<file path="config.mk">
export PLATFORM = sky130hd
export DESIGN_NAME = temp_sensor_reader
export DESIGN_NICKNAME = d
export VERILOG_FILES = /design/src/rtl/temp_sensor_reader.sv
export SDC_FILE = /design/constraint.sdc
export NUM_CORES = 1
export LEC_CHECK = 0
export BUFFER_PORTS_ARGS = -buffer_cell sky130_fd_sc_hd__buf_2
export CAP_MARGIN = 30
export CORE_MARGIN = 10
export CORE_UTILIZATION = 45
export DETAILED_ROUTE_END_ITERATION = 8
export PLACE_DENSITY = 0.65
export SLEW_MARGIN = 20
export SYNTH_ARGS = -nofsm -noshare
export SYNTH_HDL_FRONTEND = slang
export SYNTH_SLANG_ARGS = --single-unit
</file>
<file path="constraint.sdc">
create_clock -name CLK -period 2.1 [get_ports CLK]
set_input_delay 0 -clock CLK [delete_from_list [all_inputs] [get_ports CLK]]
set_output_delay 0 -clock CLK [all_outputs]
set_load 0.05 [all_outputs]
</file>
<file path="src/rtl/temp_sensor_reader.sv">
// Polls a 10-bit serial temperature sensor (ready, data[7:0], even parity) and presents the last good reading on Temp.
// Temp/Temp_Valid update 1 CLK after the low half-period that follows the parity sample; define TEMP_AVG_EN for a 4-sample mean.
module temp_sensor_reader #(
  parameter int         CLK_DIV     = 2,
  parameter int         POLL_CYCLES = 200,
  parameter logic [7:0] TEMP_INIT   = 8'd70
) (
  input  logic       CLK,
  input  logic       Reset,
  input  logic       Enable,
  input  logic       Sensor_SDO,
  output logic       Sensor_CS_n,
  output logic       Sensor_SCLK,
  output logic [7:0] Temp,
  output logic       Temp_Valid,
  output logic       Sensor_Err
);

  localparam int DW = (CLK_DIV > 1) ? $clog2(CLK_DIV) : 1;
  localparam int PW = (POLL_CYCLES > 2) ? $clog2(POLL_CYCLES) : 1;
  localparam logic [DW-1:0] DIV_RELOAD  = DW'(CLK_DIV - 1);
  localparam logic [PW-1:0] POLL_RELOAD = PW'(POLL_CYCLES - 1);

  typedef enum logic [1:0] {IDLE, SELECT, SHIFT, CHECK} state_t;

  state_t          state_q;
  logic [PW-1:0]   poll_q;
  logic [DW-1:0]   div_q;
  logic [3:0]      bit_q;
  logic [9:0]      shift_q;
  logic            cs_n_q;
  logic            sclk_q;
  logic [7:0]      temp_q;
  logic            valid_q;
  logic            err_q;

  logic            div_done;
  logic            poll_expired;
  logic            frame_end;
  logic            ready_bit;
  logic            par_ok;
  logic            accept;
  logic [7:0]      data_w;
  logic [9:0]      shift_d;
  logic [7:0]      temp_d;

  assign div_done     = (div_q == '0);
  assign poll_expired = Enable && (poll_q == '0);
  assign frame_end    = (state_q == SHIFT) && div_done && !sclk_q && (bit_q == 4'd10);
  assign ready_bit    = shift_q[9];
  assign data_w       = shift_q[8:1];
  assign par_ok       = ~^shift_q[8:0];
  assign accept       = frame_end && !ready_bit && par_ok;
  assign shift_d      = {shift_q[8:0], Sensor_SDO};

`ifdef TEMP_AVG_EN
  logic [3:0][7:0] hist_q;
  logic            primed_q;
  logic [3:0][7:0] hist_d;
  logic [9:0]      sum_d;

  // The first accepted sample seeds every history slot so the mean starts at that value.
  always_comb begin
    hist_d[0] = data_w;
    hist_d[1] = primed_q ? hist_q[0] : data_w;
    hist_d[2] = primed_q ? hist_q[1] : data_w;
    hist_d[3] = primed_q ? hist_q[2] : data_w;
    sum_d     = {2'b00, hist_d[0]} + {2'b00, hist_d[1]} + {2'b00, hist_d[2]} + {2'b00, hist_d[3]};
    temp_d    = sum_d[9:2];
  end

  always_ff @(posedge CLK or posedge Reset) begin
    if (Reset) begin
      hist_q   <= '0;
      primed_q <= 1'b0;
    end else if (accept) begin
      hist_q   <= hist_d;
      primed_q <= 1'b1;
    end
  end
`else
  assign temp_d = data_w;
`endif

  // Free-running while enabled, even mid-frame; an expiry outside IDLE is simply dropped.
  always_ff @(posedge CLK or posedge Reset) begin
    if (Reset) begin
      poll_q <= '0;
    end else if (!Enable) begin
      poll_q <= '0;
    end else if (poll_q == '0) begin
      poll_q <= POLL_RELOAD;
    end else begin
      poll_q <= poll_q - 1'b1;
    end
  end

  always_ff @(posedge CLK or posedge Reset) begin
    if (Reset) begin
      state_q <= IDLE;
      div_q   <= '0;
      bit_q   <= '0;
      shift_q <= '0;
      cs_n_q  <= 1'b1;
      sclk_q  <= 1'b0;
      temp_q  <= TEMP_INIT;
      valid_q <= 1'b0;
      err_q   <= 1'b0;
    end else begin
      valid_q <= 1'b0;
      case (state_q)
        IDLE: begin
          if (poll_expired) begin
            state_q <= SELECT;
            cs_n_q  <= 1'b0;
            div_q   <= DIV_RELOAD;
          end
        end
        SELECT: begin
          if (div_done) begin
            state_q <= SHIFT;
            sclk_q  <= 1'b1;
            shift_q <= shift_d;
            bit_q   <= 4'd1;
            div_q   <= DIV_RELOAD;
          end else begin
            div_q <= div_q - 1'b1;
          end
        end
        SHIFT: begin
          if (!div_done) begin
            div_q <= div_q - 1'b1;
          end else if (sclk_q) begin
            sclk_q <= 1'b0;
            div_q  <= DIV_RELOAD;
          end else if (bit_q == 4'd10) begin
            state_q <= CHECK;
            cs_n_q  <= 1'b1;
            if (!ready_bit) begin
              if (par_ok) begin
                temp_q  <= temp_d;
                valid_q <= 1'b1;
                err_q   <= 1'b0;
              end else begin
                err_q <= 1'b1;
              end
            end
          end else begin
            sclk_q  <= 1'b1;
            shift_q <= shift_d;
            bit_q   <= bit_q + 1'b1;
            div_q   <= DIV_RELOAD;
          end
        end
        CHECK: begin
          state_q <= IDLE;
        end
        default: begin
          state_q <= IDLE;
          cs_n_q  <= 1'b1;
          sclk_q  <= 1'b0;
        end
      endcase
    end
  end

  assign Sensor_CS_n = cs_n_q;
  assign Sensor_SCLK = sclk_q;
  assign Temp        = temp_q;
  assign Temp_Valid  = valid_q;
  assign Sensor_Err  = err_q;

endmodule

</file>
==> Word-level counts from Yosys, hierarchy flattened <==
Cells that the tools add are included.
{ "totals": {"reg_bits": 37, "in_bits": 4, "output_inout_bits": 12, "wordCells": 80} }
{ "classes": {"n_addsub": 3, "n_eq_ne": 10, "n_mux": 40, "bitwise_logic": 3, "n_reduce_logical": 14} }
{ "ops": {"columns": ["cell", "count"], "rows": [
  ["10-bit two-way mux", 4],
  ["10-bit one-hot mux with 2 select lines", 1],
  ["5-bit AND reduction", 4],
  ["1-bit two-way mux", 19],
  ["4-bit two-way mux", 4],
  ["8-bit two-way mux", 2],
  ["2-bit two-way mux", 5],
  ["2-bit != test, second input constant", 5],
  ["9-bit XNOR reduction", 1],
  ["8-bit zero test", 1],
  ["2-bit one-hot mux with 4 select lines", 1],
  ["4-bit one-hot mux with 2 select lines", 1],
  ["8-bit by 1-bit subtractor with 8-bit output, second input constant", 1],
  ["6-bit AND reduction", 1],
  ["4-bit by 1-bit adder with 4-bit output, second input constant", 1],
  ["2-bit equality test, second input constant", 2],
  ["4-bit equality test, second input constant", 1],
  ["1-bit one-hot mux with 2 select lines", 2],
  ["2-bit nonzero test", 2],
  ["1-bit inverter", 3],
  ["1-bit one-hot mux with 3 select lines", 1],
  ["3-bit AND reduction", 1],
  ["3-bit nonzero test", 1],
  ["2-bit by 1-bit equality test with 1-bit output, second input constant", 1],
  ["5 further kinds", 5]
]} }

==> Logic depth before layout (Yosys ltp) <==
Gate-level depths: netlist of run 1.
{ "depth": {"word_depth": 7, "depth_mapped": 8, "ltp_nobuf": 7} }

==> Least setup slack after synthesis of run 1 <==
No wires, ideal clock.
{ "synth_path": {"path_kind": "reg-to-reg", "from": "register state_q[0]", "to": "register temp_q[3] (netlist: Temp[3])", "setup_time_ns": 0.125, "arrival_ns": 2.045, "required_ns": 1.975, "path_slack_ns": -0.070, "stages_incl_launch_ff": 9, "path_buffers": 1, "period_less_slack_ns": 2.170, "path_cell_list": "dfrtp_1 -> inv_1 -> ha_1 -> buf_2 -> or2b_2 -> nor4b_1 -> mux2i_2 -> inv_4 -> mux2_4"} }
{ "synth_via": {"elab_chain_len": 2} }
{ "synth_lines": {"columns": ["element", "line_no", "source"], "rows": [
  ["from (decl)", "26", "state_t state_q;"],
  ["from (signal assigned)", "100", "state_q <= IDLE;"],
  ["from (signal assigned)", "114", "state_q <= SELECT;"],
  ["from (signal assigned)", "121", "state_q <= SHIFT;"],
  ["2-bit equality test", "111", "case (state_q)"],
  ["6-bit AND reduction (no source line)", null, null],
  ["to (signal assigned)", "141", "temp_q <= temp_d;"],
  ["to (decl)", "33", "logic [7:0] temp_q;"]
]} }
No other way between the ends.
A chain may end at the register's enable or synchronous reset.

==> Worst setup path after layout of run 1 <==
{ "layout_path": {"from": "register state_q[0]", "to": "register temp_q[5] (netlist: Temp[5])"} }
The elaborated chain is that of the path after synthesis.

==> reports/qor.yml, run 1 <==
routing:
  wire_per_inst_um: 15.0
  first_pass_iters: 4
  via_count: 1247
  ant_nets: 0
  drt_iter0_drc: 87
  drc: 0
  vias_per_cell: 5.22
  wl_um: 3570
synth:
  yosysWarnings: 0
  yosys-top-cells-area: "dfrtp_1, mux2_2, ha_1"
  post_synth.cell_area_avg_sq_um: 11.8
  netlist.area_leader.share_pct: 44.7
  synthesis.nets: 169
  synth_area_sq_um: 1850
  ys_ff_latch: 37
  ys_seq_area_share_pct: 50.4
  synth_cell_types: 43
  synth_top_area_cell: "dfrtp_1"
  syn_inst: 156
finish:
  area_delta_synth_final_pct: 19.8
  final_nets: 201
  diodes: 0
  drive_above_1_share_pct: 34.9
  final_cells: 239
  final_common_cell: "dfrtp_1"
  final_cell_mix: "dfrtp_1, buf_2, mux2_2, nor2_1, buf_4"
  fin_area_sq_um: 2210
place:
  placedCellCount: 228
  dp_hpwl_um: 2590
  gp_congestion: 0.753
  post_dp_cell_area_sq_um: 2050
  io_buffer_count: 15
timing:
  hold_violations: 0
  fin_skew_ps: 3.47
  final.setup.tns_ps: 0
  post-route-min-period_ps: 2000
  setup_viol: 0
  slew_headroom_pct: 65.9
  rsz0062_at_grt: "no"
  final_max_slew_viol_count: 0
  fmax_mhz: 500
  fin_crit_sh_pct: 95.2
  worst_slew_pin_slew_ps: 508
setup_path:
  slowest_stage: "dfrtp_1"
  cp-end-kind: "flip-flop"
  crit_chain: "inv_2 > ha_1 > or2b_2 > nor4b_2 > mux2i_2 > inv_4 > mux2_4"
  max_stage_delay_ps: 420
  cp.arrival_ps: 2180
  worst_ep_required_time_ps: 2280
  path_buf_inv: 2
  worstSetupPathType: "flip-flop to flip-flop"
  path_delay_family: "simple AND/OR/NAND/NOR gates"
  start_kind: "flip-flop"
  rrSetupSlack_ps: 100
  cp_max_fo: 8
grt:
  antenna_found_initial: 0
  grt_pass1_vias: 1253
  track_usage_pct: 10.5
  grt_max_degree: 38
  grt_pass1_wl_um: 6040
  overflow: 0
cts:
  cts_tree: "built"
  clock-sinks: 37
  htreeDepth: 2
  cts.clk_slew.worst_paths_ps: 70
  cts_inserted_buffers: 5
  cts_root_buf: "clkbuf_8"
  clk_latency_ps: 290
  cts.path.max_buffers: 2
pwr:
  power.share.clock_pct: 17.7
  power_density_nw_per_um2: 1650
  p_seq_share_pct: 33.4
  peakVddDrop_uv: 873
  switching_share_pct: 37.6
  combinationalPowerShare_pct: 48.9
  p_int_mw: 2.28
  leakage_nw: 1.03
  netSwitchingPower_mw: 1.37
die:
  die_area_sq_um: 7070
  initial_core_util_pct: 46.2
  row_count: 23
  core_area_sq_um: 4000
  die_w_um: 84.1
  io-pin-count: 16
  die_y_um: 84.1
run_status:
  outcome: "finished, final reports clean"
worst_hold_path:
  worstHoldPathType: "primary input to asynchronous set/reset pin"
job:
  drv_cap: 0
## Yosys cell counts
cell type and n:
nand2_1 6, dfrtp_1 33, nor2_1 14, nor2b_1 2, inv_1 9, or2_1 1, nor3_1 4, xor2_1 2
buf_2 2, or3_1 1, o21a_1 1, nor4b_1 1, o31ai_1 1, nand2b_1 3, o21bai_1 1, xor3_4 1
inv_4 1, mux2_4 6, or4_1 1, a31oi_1 1, o21ai_0 8, a21boi_0 1, dfstp_2 4, nand4_1 1
mux2_2 14, nor3b_1 1, xnor2_1 4, a21oi_1 6, or2b_2 1, and2_1 1, a22oi_1 1, nand3_1 3
a31o_2 1, mux2i_2 1, a32oi_1 1, nand4bb_1 1, clkdlybuf4s15_2 1, xnor3_1 1, a311oi_1 1, nand3b_1 1
ha_1 9, o41ai_1 1, nor4_1 2
## sequential cells by signal, indices dropped and copies added, names as in the netlist
register	count
Sensor_Err	1
Temp	8
Temp_Valid	1
Sensor_SCLK	1
bit_q	4
Sensor_CS_n	1
state_q	2
shift_q	10
poll_q	8
div_q	1
## worst reg2reg max path, cell delays in order, from the launching register on
cell and delay [ps]:
dfrtp_1 420, inv_2 100, ha_1 160, or2b_2 350, nor4b_2 260, mux2i_2 150
inv_4 150, mux2_4 310
## power by group through the flow
stage	combinational, mW	clock (mW)	sequential, mW
final	1.79	0.649	1.22
after CTS	1.78	0.667	1.22
after global placement	1.68	0	1.21
after floorplan	1.26	0	1.31
after global routing	1.96	0.698	1.25
after detailed placement	1.74	0	1.23
## worst paths after layout
| path | from | end | cells after the start |
|---|---|---|---|
| worst min-delay path | Reset | poll_q[5] | 4 |
| worst max register to register | state_q[0] | Temp[5] | 7 |
| min in group CLK | poll_q[0] | poll_q[0] | 1 |
| max in group asynchronous | Reset | Sensor_CS_n | 4 |
| worst min register to register | poll_q[0] | poll_q[0] | 1 |
| worst max-delay path | state_q[0] | Temp[5] | 7 |
## metal layers
metal  vias to the layer above  global-route usage (%)  wire length [um]
li1                        611                       -                 -
met1                       609                    11.6              1610
met2                        18                    17.3              1770
met3                         9                    3.81               118
met4                         0                    4.87                75
met5                         -                       0                 0
## cells by family after synthesis
kind of cell / after synthesis / synth area share (%)
DFF: 37 / 50.4
xor gates and xnor gates: 8 / 5.55
AOI/OAI and AO/OA: 24 / 8.06
adders and majority gates: 9 / 6.09
muxes: 21 / 14.2
buffers and inverters: 13 / 3.32
and+or+nand+nor: 44 / 12.5
## stage by stage
stage	worst slack, ps	hold WS, ps	util (%)	power, mW
3_3_place_gp	66.1	125	51.3	2.89
4_1_cts	28.4	370	55.1	3.66
6_report	101	360	55.3	3.66
2_1_floorplan	2.54	129	-	2.57
3_5_place_dp	-95.0	139	51.3	2.97
5_1_grt	20.2	412	55.3	3.91
## layout make-up
class | count | area [sq um]
Clock inverter | 2 | 37.5
Fill cell | 346 | 1790
Sequential cell | 37 | 931
Multi-Input combinational cell | 106 | 880
Tap cell | 50 | 62.6
Timing Repair Buffer | 28 | 180
Inverter | 10 | 40.0
Clock buffer | 6 | 82.6
## what timing repair did
item,CTS,global route
hold buffers,3,0
resized for setup,1,3
setup buffers,0,0
hold endpoints to repair,35,0
setup endpoints to repair,10,14
(Power assumes the default switching activity.)
==> run 2: changes to the inputs <==
--- a/config.mk
+++ b/config.mk
@@ -5,6 +5,7 @@
 export SDC_FILE = /design/constraint.sdc
 export NUM_CORES = 1
 export LEC_CHECK = 0
+export ABC_AREA = 1
 export BUFFER_PORTS_ARGS = -buffer_cell sky130_fd_sc_hd__buf_2
 export CAP_MARGIN = 30
 export CORE_MARGIN = 10
==> reports/qor.yml, run 2 <==
cts:
  cts.clk_slew.worst_paths_ps: 70  # about the same
  htreeDepth: 2  # unchanged
  cts.path.max_buffers: 2  # unchanged
  cts_setup_buffers: 0  # unchanged
  clock-sinks: 37  # unchanged
  clk_latency_ps: 280  # was 290 ps
  cts_tree: "built"  # unchanged
  cts_root_buf: "clkbuf_8"  # unchanged
  cts_inserted_buffers: 5  # unchanged
finish:
  final_cell_mix: "nand2_1, dfrtp_1, inv_1"  # was dfrtp_1, buf_2, mux2_2, nor2_1, buf_4
  diodes: 0  # unchanged
  regArea_sq_um: 931  # unchanged
  area_delta_synth_final_pct: 13.4  # was 19.8%
  final_common_cell: "nand2_1"  # was dfrtp_1
  largest_reg_flops: 10  # unchanged
  drive_above_1_share_pct: 15.7  # was 34.9%
  multi_input_area_sq_um: 856  # was 880 sq um
  fillers: 401  # was 346
  fin_util_pct: 53.6  # was 55.3%
  largest_register: "shift_q"  # unchanged
  final_nets: 273  # was 201
die:
  initial_core_util_pct: 47.2  # was 46.2%
  die_area_sq_um: 7310  # was 7070 sq um
  io-pin-count: 16  # unchanged
  die_y_um: 85.5  # was 84.1 um
  row_count: 23  # unchanged
  die_w_um: 85.5  # was 84.1 um
  core_area_sq_um: 4090  # was 4000 sq um
synth:
  yosysMostFrequentCell: "nand2_1"  # was dfrtp_1
  synth_area_sq_um: 1930  # was 1850 sq um
  synthFlopType: "dfrtp_1"  # unchanged
  syn_inst: 236  # was 156
  synth_top_area_cell: "dfrtp_1"  # unchanged
  ys_seq_area_share_pct: 48.2  # was 50.4%
  yosysWarnings: 0  # unchanged
  async_flop_share_pct: 100  # unchanged
  synthesis.nets: 249  # was 169
  post_synth.cell_area_avg_sq_um: 8.18  # was 11.8 sq um
  netlist_top_cells_count: "nand2_1, dfrtp_1, inv_1"  # was dfrtp_1, mux2_2, nor2_1
  netlist.area_leader.share_pct: 42.8  # was 44.7%
  synth_cell_types: 24  # was 43
  ys_ff_latch: 37  # unchanged
  yosys-top-cells-area: "dfrtp_1, nand2_1, nand3_1"  # was dfrtp_1, mux2_2, ha_1
  synth_edf_count: 0  # unchanged
setup_path:
  worstSetupPathType: "flip-flop to flip-flop"  # unchanged
  r2r_start: "state_q[0]"  # unchanged
  cp-end-kind: "flip-flop"  # unchanged
  worst_ep_required_time_ps: 2260  # was 2280 ps
  cp.arrival_ps: 1950  # was 2180 ps
  cp_max_fo: 21  # was 8
  timing.rr.end: "bit_q[0]"  # was Temp[5]
  r2r_cells: 10  # was 7
  rrSetupSlack_ps: 320  # was 100 ps
  start_kind: "flip-flop"  # unchanged
pwr:
  peakVddDrop_uv: 650  # was 873 uV
  power_density_nw_per_um2: 1420  # was 1650 nW/um^2
  p_total_mw: 3.10  # was 3.66 mW
  leakage_nw: 1.18  # was 1.03 nW
routing:
  first_pass_iters: 4  # unchanged
  drt_iter0_drc: 55  # was 87
  ant_nets: 0  # unchanged
  via_count: 1484  # was 1247
  drc: 0  # unchanged
  wl_um: 3350  # was 3570 um
  wire_per_inst_um: 10.8  # was 15.0 um
  vias_per_cell: 4.77  # was 5.22
grt:
  track_usage_pct: 10.7  # was 10.5%
  grt_pass1_wl_um: 6540  # was 6040 um
  antenna_found_initial: 0  # unchanged
  grt_max_degree: 38  # unchanged
  grt_pass1_vias: 1503  # was 1253
  overflow: 0  # unchanged
place:
  gp_congestion: 0.813  # was 0.753
  io_buffer_count: 15  # unchanged
  dp_hpwl_um: 2510  # was 2590 um
timing:
  final.setup.tns_ps: 0  # unchanged
  fin_crit_sh_pct: 84.9  # was 95.2%
  setup_viol: 0  # unchanged
  final_max_slew_viol_count: 0  # unchanged
  hold_violations: 0  # unchanged
  worst_slew_pin_slew_ps: 463  # was 508 ps
  post-route-min-period_ps: 1780  # was 2000 ps
  slew_headroom_pct: 69.1  # was 65.9%
  rsz0062_at_grt: "no"  # unchanged
  fin_skew_ps: 4.28  # was 3.47 ps
  fmax_mhz: 561  # was 500 MHz
job:
  drv_cap: 0  # unchanged
run_status:
  outcome: "finished, final reports clean"  # unchanged
worst_hold_path:
  worstHoldPathType: "primary input to asynchronous set/reset pin"  # unchanged
run 2: cell types whose count changed after synthesis, sizes merged, moves of 2 or more:
cell	delta
nand2	+63
inv	+25
nand3	+25
mux2	-20
o21ai	+10
xor2	+4
nand2b	-3
nand4	+3
nor3	-3
nor2	+2
nor2b	-2
nor4	-2
xnor2	-2
run 2: cell families after synthesis:
group	Yosys count	synth area share (%)
AOI/OAI and AO/OA	25	6.74
xor gates and xnor gates	8	3.63
adders and majority gates	9	5.83
buffers and inverters	38	7.71
DFF	37	48.2
and+or+nand+nor	119	27.9
run 2: how the worst max path moves through the flow:
stage | start | to | slack, ps
2_1_floorplan | state_q[0] | Temp[0] | 590
5_1_grt | state_q[0] | bit_q[0] | 100
3_3_place_gp | state_q[0] | bit_q[0] | 320
3_5_place_dp | state_q[0] | bit_q[0] | 260
6_report | state_q[0] | bit_q[0] | 320
4_1_cts | state_q[0] | bit_q[2] | 240
run 2: per-stage QoR:
step / std cells / area, sq um / setup WS, ps / hold WS (ps)
2_1_floorplan: 236 / 1930 / 588 / 121
3_3_place_gp: 300 / 2060 / 319 / 130
3_5_place_dp: 300 / 2060 / 257 / 138
4_1_cts: 311 / 2180 / 243 / 381
5_1_grt: 311 / 2190 / 102 / 419
6_report: 311 / 2190 / 318 / 369
run 2: worst max-delay path, stage by stage (launching register included):
cell and delay [ps]:
dfrtp_1 390, inv_1 90, ha_1 280, inv_2 130, a21oi_1 90, nor2_1 180
nand2_4 160, inv_2 130, nand2_1 80, nand2_1 60, o21ai_0 70
run 2: per-layer routing:
| metal | vias up | track usage [%] | wire length, um |
|---|---|---|---|
| met1 | 669 | 13.5 | 1760 |
| met2 | 22 | 16.6 | 1410 |
| met4 | 0 | 4.04 | 45 |
| li1 | 788 | - | - |
| met3 | 5 | 3.41 | 136 |
| met5 | - | 0 | 0 |
run 2: power breakdown:
part	leakage, nW	internal (mW)	switching [mW]	total [mW]
clock network	0.0455	0.268	0.231	0.499
registers	0.472	0.928	0.206	1.13
logic	0.663	0.489	0.981	1.47
total	1.18	1.68	1.42	3.10
run 2: layout make-up:
type	instances	share of cell area, %
inverter	36	6.23
multi-input combinational	161	39.1
tap	50	2.86
timing repair buffer	19	5.15
sequential	37	42.5
clock buffer	8	4.12
run 2: repair_timing:
action,4_1_cts,5_1_grt
hold buffers,3,0
gates resized for setup,0,1
endpoints found under the setup margin,0,1
endpoints found under the hold margin,35,0
